==> config.mk <==
export PLATFORM = sky130hd
export DESIGN_NAME = threshold_detector_flat
export DESIGN_NICKNAME = d
export VERILOG_FILES = /design/src/rtl/threshold_detector_pkg.sv /design/src/rtl/threshold_detector_if.sv /design/src/rtl/threshold_detector_abs_mag_stage.sv /design/src/rtl/threshold_detector.sv /design/src/flat_wrapper.sv
export SDC_FILE = /design/constraint.sdc
export NUM_CORES = 1
export LEC_CHECK = 0
export CAP_MARGIN = 20
export CELL_PAD_IN_SITES_DETAIL_PLACEMENT = 1
export CELL_PAD_IN_SITES_GLOBAL_PLACEMENT = 1
export CORE_ASPECT_RATIO = 0.6
export CORE_MARGIN = 3
export CORE_UTILIZATION = 40
export DETAILED_ROUTE_END_ITERATION = 10
export MAX_ROUTING_LAYER = met4
export PLACE_DENSITY_LB_ADDON = 0.1
export SLEW_MARGIN = 20
export SYNTH_ARGS = -nofsm -noshare
export SYNTH_HDL_FRONTEND = slang
export SYNTH_HIERARCHICAL = 1
export SYNTH_SLANG_ARGS = --single-unit
==> constraint.sdc <==
create_clock -name clk -period 5.39 [get_ports clk]
set_input_delay 0.539 -clock clk [delete_from_list [all_inputs] [get_ports clk]]
set_output_delay 0.539 -clock clk [all_outputs]
set_load 0.05 [all_outputs]
==> src/rtl/threshold_detector_pkg.sv <==
// threshold_detector_pkg
//   Shared definitions for the per-channel sample stages.
//   - SAMPLE_W_DEF / CNT_W_DEF : default sample and counter widths
//   - td_state_e               : detector FSM state encoding
//   - sat_abs()                : saturating magnitude of a sign-extended sample
package threshold_detector_pkg;

  localparam int SAMPLE_W_DEF = 16;
  localparam int CNT_W_DEF    = 16;

  typedef enum logic [2:0] {
    ST_IDLE    = 3'd0,
    ST_ARMED   = 3'd1,
    ST_QUALIFY = 3'd2,
    ST_ACTIVE  = 3'd3,
    ST_HOLDOFF = 3'd4
  } td_state_e;

  // The caller sign-extends its sample to 32 bits and passes the largest
  // positive value of its own width as lim, so the most negative input
  // (whose true magnitude does not fit) clamps to lim. Works for widths up to 32.
  function automatic logic [31:0] sat_abs(input logic signed [31:0] x,
                                          input logic [31:0] lim);
    logic [31:0] m;
    m = x[31] ? 32'(-x) : 32'(x);
    return (m > lim) ? lim : m;
  endfunction

endpackage

==> src/rtl/threshold_detector_if.sv <==
// threshold_detector_if
//   Sample stream into the detector and event outputs back to the timer stage.
//   sample_in/sample_valid : signed sample and its qualifier
//   detect                 : level, high while an event is active
//   peak_value/peak_valid  : peak magnitude of the last completed event, update pulse
//   event_count            : completed events, saturating
//   modport master = sample source / event consumer, slave = detector
interface threshold_detector_if
  import threshold_detector_pkg::*;
#(
  parameter int SAMPLE_W = SAMPLE_W_DEF,
  parameter int CNT_W    = CNT_W_DEF
) ();

  logic signed [SAMPLE_W-1:0] sample_in;
  logic                       sample_valid;
  logic                       detect;
  logic [SAMPLE_W-1:0]        peak_value;
  logic                       peak_valid;
  logic [CNT_W-1:0]           event_count;

  modport master (
    output sample_in, sample_valid,
    input  detect, peak_value, peak_valid, event_count
  );

  modport slave (
    input  sample_in, sample_valid,
    output detect, peak_value, peak_valid, event_count
  );

endinterface

==> src/rtl/threshold_detector_abs_mag_stage.sv <==
// abs_mag_stage
//   Registered saturating magnitude of a signed sample plus delayed valid.
//   clk, rst  : clock, synchronous active-high reset
//   i_sample  : signed sample       i_valid : sample qualifier
//   o_mag     : |i_sample|, most negative value clamps to max positive
//   o_mag_v   : i_valid delayed one cycle
module abs_mag_stage
  import threshold_detector_pkg::*;
#(
  parameter int SAMPLE_W = SAMPLE_W_DEF
) (
  input  logic                       clk,
  input  logic                       rst,
  input  logic signed [SAMPLE_W-1:0] i_sample,
  input  logic                       i_valid,
  output logic [SAMPLE_W-1:0]        o_mag,
  output logic                       o_mag_v
);

  localparam logic [31:0] MAG_MAX = 32'((64'd1 << (SAMPLE_W - 1)) - 64'd1);

  logic [SAMPLE_W-1:0] r_mag;
  logic                r_mag_v;

  always_ff @(posedge clk) begin
    if (rst) begin
      r_mag   <= '0;
      r_mag_v <= 1'b0;
    end else begin
      r_mag   <= SAMPLE_W'(sat_abs(32'(i_sample), MAG_MAX));
      r_mag_v <= i_valid;
    end
  end

  assign o_mag   = r_mag;
  assign o_mag_v = r_mag_v;

endmodule

==> src/rtl/threshold_detector.sv <==
// threshold_detector
//   Qualifies threshold crossings of one channel's sample stream (hysteresis,
//   minimum run, dead time) and drives a clean registered detect level.
//   clk, rst   : clock, synchronous active-high reset
//   i_enable   : 1 = running, 0 = forced idle
//   i_thr_high : assert threshold (mag >= thr_high)
//   i_thr_low  : release threshold (mag < min(thr_low, thr_high))
//   i_min_run  : consecutive qualifying samples needed, 0 behaves as 1
//   i_holdoff  : dead time in clk cycles after release, 0 = rearm at once
//   bus        : sample stream in, detect/peak/event_count out
//
//   state   | meaning
//   IDLE    | disabled, waiting for enable
//   ARMED   | waiting for first sample at/above thr_high
//   QUALIFY | counting consecutive samples at/above thr_high
//   ACTIVE  | event in progress, detect high, tracking peak
//   HOLDOFF | dead time after release, samples ignored
module threshold_detector
  import threshold_detector_pkg::*;
#(
  parameter int SAMPLE_W = SAMPLE_W_DEF,
  parameter int CNT_W    = CNT_W_DEF
) (
  input  logic                clk,
  input  logic                rst,
  input  logic                i_enable,
  input  logic [SAMPLE_W-1:0] i_thr_high,
  input  logic [SAMPLE_W-1:0] i_thr_low,
  input  logic [CNT_W-1:0]    i_min_run,
  input  logic [CNT_W-1:0]    i_holdoff,
  threshold_detector_if.slave bus
);

  localparam logic [2:0] S_IDLE    = ST_IDLE;
  localparam logic [2:0] S_ARMED   = ST_ARMED;
  localparam logic [2:0] S_QUALIFY = ST_QUALIFY;
  localparam logic [2:0] S_ACTIVE  = ST_ACTIVE;
  localparam logic [2:0] S_HOLDOFF = ST_HOLDOFF;

  logic [SAMPLE_W-1:0] w_mag;
  logic                w_mag_v;

  abs_mag_stage #(.SAMPLE_W(SAMPLE_W)) u_abs (
    .clk      (clk),
    .rst      (rst),
    .i_sample (bus.sample_in),
    .i_valid  (bus.sample_valid),
    .o_mag    (w_mag),
    .o_mag_v  (w_mag_v)
  );

  logic [2:0]          r_state;
  logic [CNT_W-1:0]    r_run;
  logic [CNT_W-1:0]    r_hold;
  logic [CNT_W-1:0]    r_count;
  logic [SAMPLE_W-1:0] r_peak;
  logic [SAMPLE_W-1:0] r_peak_value;
  logic                r_peak_valid;
  logic                r_detect;

  logic [SAMPLE_W-1:0] w_eff_low;
  logic [SAMPLE_W-1:0] w_peak_next;
  logic [CNT_W-1:0]    w_min_run;
  logic [CNT_W-1:0]    w_run_next;
  logic                w_hit;
  logic                w_miss;
  logic                w_release;

  // A low threshold above the high one would release on samples that just
  // asserted; clamp so hysteresis can never be inverted.
  assign w_eff_low   = (i_thr_low < i_thr_high) ? i_thr_low : i_thr_high;
  assign w_min_run   = (i_min_run == '0) ? CNT_W'(1) : i_min_run;
  assign w_run_next  = r_run + CNT_W'(1);
  assign w_hit       = w_mag_v && (w_mag >= i_thr_high);
  assign w_miss      = w_mag_v && (w_mag < i_thr_high);
  assign w_release   = w_mag_v && (w_mag < w_eff_low);
  assign w_peak_next = (w_mag > r_peak) ? w_mag : r_peak;

  always_ff @(posedge clk) begin
    if (rst) begin
      r_state      <= S_IDLE;
      r_run        <= '0;
      r_hold       <= '0;
      r_count      <= '0;
      r_peak       <= '0;
      r_peak_value <= '0;
      r_peak_valid <= 1'b0;
      r_detect     <= 1'b0;
    end else begin
      r_peak_valid <= 1'b0;
      if (!i_enable) begin
        r_state  <= S_IDLE;
        r_run    <= '0;
        r_hold   <= '0;
        r_peak   <= '0;
        r_detect <= 1'b0;
      end else begin
        case (r_state)
          S_IDLE: r_state <= S_ARMED;
          S_ARMED: begin
            if (w_hit) begin
              r_peak <= w_mag;
              if (w_min_run == CNT_W'(1)) begin
                r_state  <= S_ACTIVE;
                r_detect <= 1'b1;
              end else begin
                r_state <= S_QUALIFY;
                r_run   <= CNT_W'(1);
              end
            end
          end
          S_QUALIFY: begin
            if (w_hit) begin
              r_peak <= w_peak_next;
              // >= so a live lowering of min_run mid-run cannot strand the count
              if (w_run_next >= w_min_run) begin
                r_state  <= S_ACTIVE;
                r_detect <= 1'b1;
                r_run    <= '0;
              end else begin
                r_run <= w_run_next;
              end
            end else if (w_miss) begin
              r_state <= S_ARMED;
              r_run   <= '0;
            end
          end
          S_ACTIVE: begin
            if (w_release) begin
              r_detect     <= 1'b0;
              r_peak_valid <= 1'b1;
              r_peak_value <= r_peak;
              if (r_count != '1) r_count <= r_count + CNT_W'(1);
              if (i_holdoff == '0) begin
                r_state <= S_ARMED;
              end else begin
                r_state <= S_HOLDOFF;
                r_hold  <= i_holdoff;
              end
            end else if (w_mag_v) begin
              r_peak <= w_peak_next;
            end
          end
          S_HOLDOFF: begin
            if (r_hold <= CNT_W'(1)) begin
              r_state <= S_ARMED;
              r_hold  <= '0;
            end else begin
              r_hold <= r_hold - CNT_W'(1);
            end
          end
          default: begin
            r_state  <= S_IDLE;
            r_detect <= 1'b0;
          end
        endcase
      end
    end
  end

  assign bus.detect      = r_detect;
  assign bus.peak_value  = r_peak_value;
  assign bus.peak_valid  = r_peak_valid;
  assign bus.event_count = r_count;

endmodule

==> src/flat_wrapper.sv <==
// flat-port wrapper written by rule: the top's interface ports become plain ports
module threshold_detector_flat import threshold_detector_pkg::*;
#(
  parameter int SAMPLE_W = SAMPLE_W_DEF,
  parameter int CNT_W    = CNT_W_DEF
)
  (clk, rst, i_enable, i_thr_high, i_thr_low, i_min_run, i_holdoff, bus_sample_in, bus_sample_valid, bus_detect, bus_peak_value, bus_peak_valid, bus_event_count);
  threshold_detector_if #(.SAMPLE_W(SAMPLE_W), .CNT_W(CNT_W)) bus_i ();
  input  logic clk;
  input  logic rst;
  input  logic i_enable;
  input  logic [SAMPLE_W-1:0] i_thr_high;
  input  logic [SAMPLE_W-1:0] i_thr_low;
  input  logic [CNT_W-1:0] i_min_run;
  input  logic [CNT_W-1:0] i_holdoff;
  input wire logic [$bits(bus_i.sample_in)-1:0] bus_sample_in;
  input wire logic [$bits(bus_i.sample_valid)-1:0] bus_sample_valid;
  output wire logic [$bits(bus_i.detect)-1:0] bus_detect;
  output wire logic [$bits(bus_i.peak_value)-1:0] bus_peak_value;
  output wire logic [$bits(bus_i.peak_valid)-1:0] bus_peak_valid;
  output wire logic [$bits(bus_i.event_count)-1:0] bus_event_count;
  assign bus_i.sample_in = bus_sample_in;
  assign bus_i.sample_valid = bus_sample_valid;
  assign bus_detect = bus_i.detect;
  assign bus_peak_value = bus_i.peak_value;
  assign bus_peak_valid = bus_i.peak_valid;
  assign bus_event_count = bus_i.event_count;
  threshold_detector #(.SAMPLE_W(SAMPLE_W), .CNT_W(CNT_W)) u_core (.clk(clk), .rst(rst), .i_enable(i_enable), .i_thr_high(i_thr_high), .i_thr_low(i_thr_low), .i_min_run(i_min_run), .i_holdoff(i_holdoff), .bus(bus_i));
endmodule
==> flow_summary.ini, run 1 <==
[cts]
cts_tree = done
cts_hold_buf = 0
clock_sink_count = 102
clock_latency_ns = 0.36
cts_buffer_depth = 2
cts.clk_slew.worst_paths_ns = 0.08
cts_buffers = 9
root_buffer = clkbuf_16
htreeDepth = 3

[critical_path]
cp-end-kind = flip-flop
worstPathMaxFanout = 47
r2r_start = u_core/r_run[0]
worstSetupPathType = in -> reg
critical_path_required_ns = 5.68
cp.arrival_ns = 5.37
r2r_slack_ns = 1.08
r2r-end = u_core/r_run[3]
worstRegToRegCells = 16
start_kind = input pin

[min_path]
hold_depth = 2
hold_class = reg -> reg
whs_endpoint = u_core/bus.peak_value[14]
hold_path_startpoint = u_core/bus.peak_value[14]

[logic_synthesis]
syn_area_per_cell_um2 = 8.098
post_synth_num_cell_types = 74
synth_edf_count = 0
ys.flop_type = dfxtp_1
yosys_warnings = 6
synth-seq-cells = 102
synth_fp_nets = 1063
synth_cells = 896
ys_seq_area_share_pct = 28.14
syn_area_um2 = 7256
synthArstFlopShare_pct = 0

[final_layout]
fin_area_um2 = 8959
areaGrowthSynthToFinish_pct = 23.47
drive_above_1_share_pct = 5.195
antennaDiodeCount = 0
nNetsFinal = 1163
postLayoutCoreUtil_pct = 51.33

[timing]
setup_violations = 0
fin_crit_ns = 5.080
tightest_slew_ns = 0.9634
fin_crit_sh_pct = 94.24
setup_ws_ns = 0.3104
timing.fmax_mhz = 196.9
slew_headroom_pct = 35.64
rsz0062_at_grt = false
fin_skew_ns = 0.01763
fin_setup_tns_ns = 0
final_hold_viol_count = 0
maxSlewViolCount = 0

[power]
peakVddDrop_v = 0.0001542
powerDensity_nw_per_um2 = 194.9
finalPower_w = 0.001746
p_leak_nw = 3.545

[route]
drt-total-wl_um = 23900
drt_iter0_markers = 371
num_vias = 7206
drc_errors = 0
routed_via_density = 5.835
dr.pass1.iters = 5
wl_per_cell_um = 19.35
ant_nets = 0

[flow_run]
drv_cap = 0

[global_routing]
grt_overflow = 0
antenna_found_initial = 0
grt_pass1_vias = 7240
grt_usage_pct = 24.98
grt_max_degree = 52
grt_first_pass_wirelength_um = 39160

[floorplanning]
start_util_pct = 41.57
ios = 118
die_height_um = 110.3
core_um2 = 17450
die_w_um = 179.9
fp-row-count = 37
fp.dieArea_um2 = 19840

[place]
dpl.hpwl_um = 18150
placed_area_um2 = 8660
gp_congestion = 0.8975
port-buffer-count = 117
place_ws_ns = 0.002482

[outcome]
outcome = completed
==> power by group <==
part | internal, W | leakage, nW | switching, W
logic | 0.000149 | 2.58 | 0.000155
registers | 0.000763 | 0.826 | 0.0000264
clock network | 0.000327 | 0.139 | 0.000325
total | 0.00124 | 3.55 | 0.000507
==> cell families after synthesis <==
kind of cell,count (synthesis),share of synthesized area (%)
multiplexers,17,2.345
adder cells (fa/ha/maj),83,14.31
buffers and inverters,105,6.001
XOR/XNOR,35,4.225
AO/OA/AOI/OAI,270,24.28
flip-flops,102,28.14
AND/OR/NAND/NOR,283,20.64
other,1,0.05168
==> flip-flops by register name (all words and copies together) (netlist names) <==
| signal | cells |
|---|---|
| u_core/bus.peak_value | 16 |
| u_core/bus.event_count | 16 |
| u_core/bus.peak_valid | 1 |
| u_core/r_hold | 16 |
| u_core/u_abs/o_mag | 16 |
| u_core/u_abs/o_mag_v | 1 |
| u_core/r_state | 3 |
| u_core/bus.detect | 1 |
| u_core/r_peak | 16 |
| u_core/r_run | 16 |
==> worst max-delay path by stage <==
| stage | start | endpoint | slack (ns) |
|---|---|---|---|
| 2_1_floorplan | i_thr_high[7] | u_core/r_peak[10] | 0.72 |
| 3_3_place_gp | i_thr_high[7] | u_core/bus.event_count[7] | 0.12 |
| 3_5_place_dp | i_thr_high[7] | u_core/bus.event_count[14] | 0.002 |
| 4_1_cts | i_thr_high[7] | u_core/r_peak[6] | 0.31 |
| 5_1_grt | i_thr_high[7] | u_core/bus.event_count[3] | 0.007 |
| 6_report | i_thr_high[7] | u_core/bus.event_count[7] | 0.31 |
==> area by class of cell <==
class / instances / area, um2
sequential: 102 / 2042
clock buffer: 10 / 229.0
multi-input combinational: 689 / 4801
timing repair buffer: 131 / 1296
tap: 234 / 292.8
fill: 2137 / 8494
clock inverter: 6 / 61.31
inverter: 63 / 236.5
==> Yosys cell counts (all sizes together) (4+ instances only) <==
cell type	instances	area, um2
a2111oi	6	58.80
a21o	10	75.07
a21oi	105	536.8
a22oi	4	30.03
a311oi	9	78.83
a31oi	4	25.02
and3	13	81.33
and4	4	35.03
buf	15	97.60
clkbuf	27	101.4
dfxtp	102	2042
ha	83	1039
inv	63	236.5
mux2i	17	170.2
nand2	85	319.1
nand2b	12	75.07
nand3	26	130.1
nand4	25	156.4
nor2	31	116.4
nor2b	8	50.05
nor3	29	150.1
nor4	13	93.84
o211a	4	40.04
o211ai	8	80.08
o21ai	47	239.0
o31a	4	35.03
o31ai	37	277.8
or3	9	62.56
or4	15	116.4
xnor2	14	122.6
xor2	21	183.9
==> through the flow <==
| stage | cells | hold WS (ns) |
|---|---|---|
| after detailed placement | 1219 | 0.4553 |
| final | 1235 | 0.4590 |
| after floorplan | 896 | 0.4452 |
| after global routing | 1235 | 0.4850 |
| after CTS | 1235 | 0.4663 |
| after global placement | 1219 | 0.4465 |
==> critical path, stage by stage <==
cell and delay [ns]:
clkdlybuf4s50_1 0.48, inv_1 0.07, ha_1 0.32, and3_1 0.21, a221oi_1 0.28, o2bb2ai_1 0.19, nor3_2 0.29, buf_12 0.19
mux2i_1 0.23, ha_1 0.28, a21o_1 0.18, a2111oi_0 0.47, nor4_2 0.12, buf_4 0.17, a21oi_4 0.31, o211ai_4 0.13
buf_12 0.19, or4_1 0.51, a21oi_1 0.17
==> cell usage in the layout (no fill, tap or decap), types with 5 or more instances in the layout <==
cell type,n
and3_1,13
nor3_1,27
dfxtp_1,102
nand3_1,26
xnor2_1,14
ha_1,83
a2111oi_0,5
o31ai_1,37
clkdlybuf4s50_1,116
inv_1,63
or4_1,14
nor4_1,11
a311oi_1,9
clkbuf_16,9
nor2_1,31
a21o_1,10
o21ai_0,45
nand2b_1,12
buf_4,12
mux2i_1,17
or3_1,7
nand4_1,25
xor2_1,21
nand2_1,85
a21oi_1,104
nor2b_1,8
==> timing repair <==
item	4_1_cts	5_1_grt
resized for setup	0	3
buffers inserted	0	0
setup endpoints to repair	0	8
==> per-layer routing <==
metal	vias to the layer above	track usage, %	share of wire (%)
li1	3542	-	-
met1	3489	37.67	55
met2	154	35.21	40
met3	21	3.967	4.1
met4	0	4.523	1.1
met5	-	-	0
Power figures use the tool's default switching activity.
==> inputs of run 2 (changes only) <==
TNS_END_PERCENT = 1   (was unset)
==> results of run 2 <==
The final DEF is identical to that of run 1; final timing and power are the same.
==> inputs of run 3 (changes only) <==
CORE_UTILIZATION = 44   (was 40)
clock period = 6.5 ns   (was 5.39 ns; I/O delays follow)
==> run 3 against run 2 <==
Non-clock buffer count fell by 4. Largest cell class unchanged. Worst hold slack improved by 0.0072 ns. Critical path type unchanged. Clock power fell by 13%. First-iteration DRC count rose by 37%. Highest routed layer unchanged. Critical path depth fell by 2. Sequential power fell by 17%. Combinational power fell by 19%. Die area fell by 8.7%. Critical endpoint is now u_core/r_peak[14].
==> flow_summary.ini, run 3 (synthesis results as in run 1) <==
[cts]
cts_tree = done
ctsResizeCount = 0
cts_buffer_depth = 2
htreeDepth = 3
post_cts_buffers = 0
cts_hold_buf = 0
clock_latency_ns = 0.36
cts.clk_slew.worst_paths_ns = 0.09
cts_buffers = 9
clock_sink_count = 102
root_buffer = clkbuf_16

[final_layout]
fin_cells = 1200
antennaDiodeCount = 0
nNetsFinal = 1159
final_cell_mix = 116 x clkdlybuf4s50_1, 104 x a21oi_1, 102 x dfxtp_1, 85 x nand2_1, 83 x ha_1
areaGrowthSynthToFinish_pct = 22.26
postLayoutCoreUtil_pct = 56.43
drive_above_1_share_pct = 4.714
layout_commonest_cell = clkdlybuf4s50_1

[route]
ant_nets = 0
dr.pass1.iters = 5
wl_per_cell_um = 19.02
drt-total-wl_um = 22830
routed_via_density = 6.033
drt_iter0_markers = 508
num_vias = 7239
drc_errors = 0

[critical_path]
worstRegToRegCells = 15
worstSetupPathType = in -> reg
start_kind = input pin
cp-end-kind = flip-flop
critical_path_required_ns = 6.76
r2r_start = u_core/r_run[0]
r2r_slack_ns = 1.68
r2r-end = u_core/r_run[3]
cp.arrival_ns = 5.52
worstPathMaxFanout = 16

[timing]
maxSlewViolCount = 0
setup_violations = 0
fin_crit_sh_pct = 81.00
setup_ws_ns = 1.235
timing.fmax_mhz = 189.9
rsz0062_at_grt = false
tightest_slew_ns = 0.9952
fin_skew_ns = 0.01618
fin_setup_tns_ns = 0
slew_headroom_pct = 33.52
final_hold_viol_count = 0
fin_crit_ns = 5.265

[power]
p_seq_share_pct = 44.4
power.share.clock_pct = 38.7
powerDensity_nw_per_um2 = 165.5
sw_frac_of_total_pct = 29.51
p_leak_nw = 3.544
total_switching_power_w = 0.0004333
intPower_w = 0.001035
combPwrFrac_pct = 16.9
peakVddDrop_v = 0.0001178

[global_routing]
grt_max_degree = 52
grt_pass1_vias = 7298
grt_usage_pct = 26.06
grt_overflow = 0
grt_first_pass_wirelength_um = 37660
antenna_found_initial = 0

[place]
gp_congestion = 0.8993
place_ws_ns = 0.9171
port-buffer-count = 117
placed_cells = 1184
dpl.hpwl_um = 17520

[min_path]
whs_endpoint = u_core/bus.peak_value[3]
hold_path_startpoint = u_core/bus.peak_value[3]
hold_depth = 2
hold_class = reg -> reg

[floorplanning]
core_um2 = 15720
die_w_um = 171.8
ios = 118
die_height_um = 105.5
start_util_pct = 46.15
fp.dieArea_um2 = 18120
fp-row-count = 35

[outcome]
outcome = completed

[flow_run]
drv_cap = 0
-- run 3: stage by stage --
| stage | cell area, um2 | total power [W] | hold WS (ns) |
|---|---|---|---|
| 6_report | 8871 | 0.001468 | 0.4662 |
| 4_1_cts | 8871 | 0.001480 | 0.4717 |
| 3_5_place_dp | 8557 | 0.0009113 | 0.4562 |
| 2_1_floorplan | 7256 | 0.0007949 | 0.4452 |
| 5_1_grt | 8871 | 0.001542 | 0.5095 |
| 3_3_place_gp | 8557 | 0.0009053 | 0.4459 |
-- run 3: worst max-delay path, stage by stage --
cell             delay [ns]
clkdlybuf4s50_1        0.48
inv_1                  0.06
ha_1                   0.31
and3_1                 0.20
a221oi_1               0.29
o2bb2ai_1              0.19
nor3_2                 0.21
buf_4                  0.25
mux2i_1                0.30
ha_1                   0.26
nor2_1                 0.07
or3_1                  0.32
nor4_2                 0.50
o211ai_2               0.31
o211ai_2               0.72
nand4_1                0.21
a21oi_1                0.19
-- run 3: final cells by class --
type                       instances  area (um2)
inverter                          63       236.5
clock inverter                     7       88.84
fill                            1917        6850
clock buffer                       9       225.2
tap                              203       254.0
timing repair buffer             127        1241
sequential                       102        2042
multi-input combinational        689        4783
-- run 3: metal layers --
| metal | vias to the layer above | part of all wire [%] | GRT usage, % |
|---|---|---|---|
| li1 | 3534 | - | - |
| met1 | 3497 | 53 | 39.34 |
| met2 | 191 | 40 | 36.46 |
| met3 | 17 | 6.4 | 5.022 |
| met4 | 0 | 0.68 | 4.157 |
| met5 | - | 0 | - |
-- run 3: how the worst max path moves through the flow --
stage,startpoint,to,cells after the start
2_1_floorplan,i_thr_high[7],u_core/r_peak[10],17
3_3_place_gp,i_thr_high[7],u_core/bus.event_count[7],18
3_5_place_dp,i_thr_high[7],u_core/r_hold[1],17
4_1_cts,i_thr_high[7],u_core/r_peak[14],17
5_1_grt,i_thr_high[7],u_core/r_hold[1],17
6_report,i_thr_high[7],u_core/r_peak[14],17
-- run 3: power by group through the flow --
stage          Combinational, W  Sequential (W)  Clock, W
5_1_grt                0.000279        0.000654  0.000609
2_1_floorplan          0.000140        0.000655         0
6_report               0.000247        0.000652  0.000568
3_5_place_dp           0.000245        0.000667         0
4_1_cts                0.000246        0.000652  0.000582
3_3_place_gp           0.000239        0.000667         0
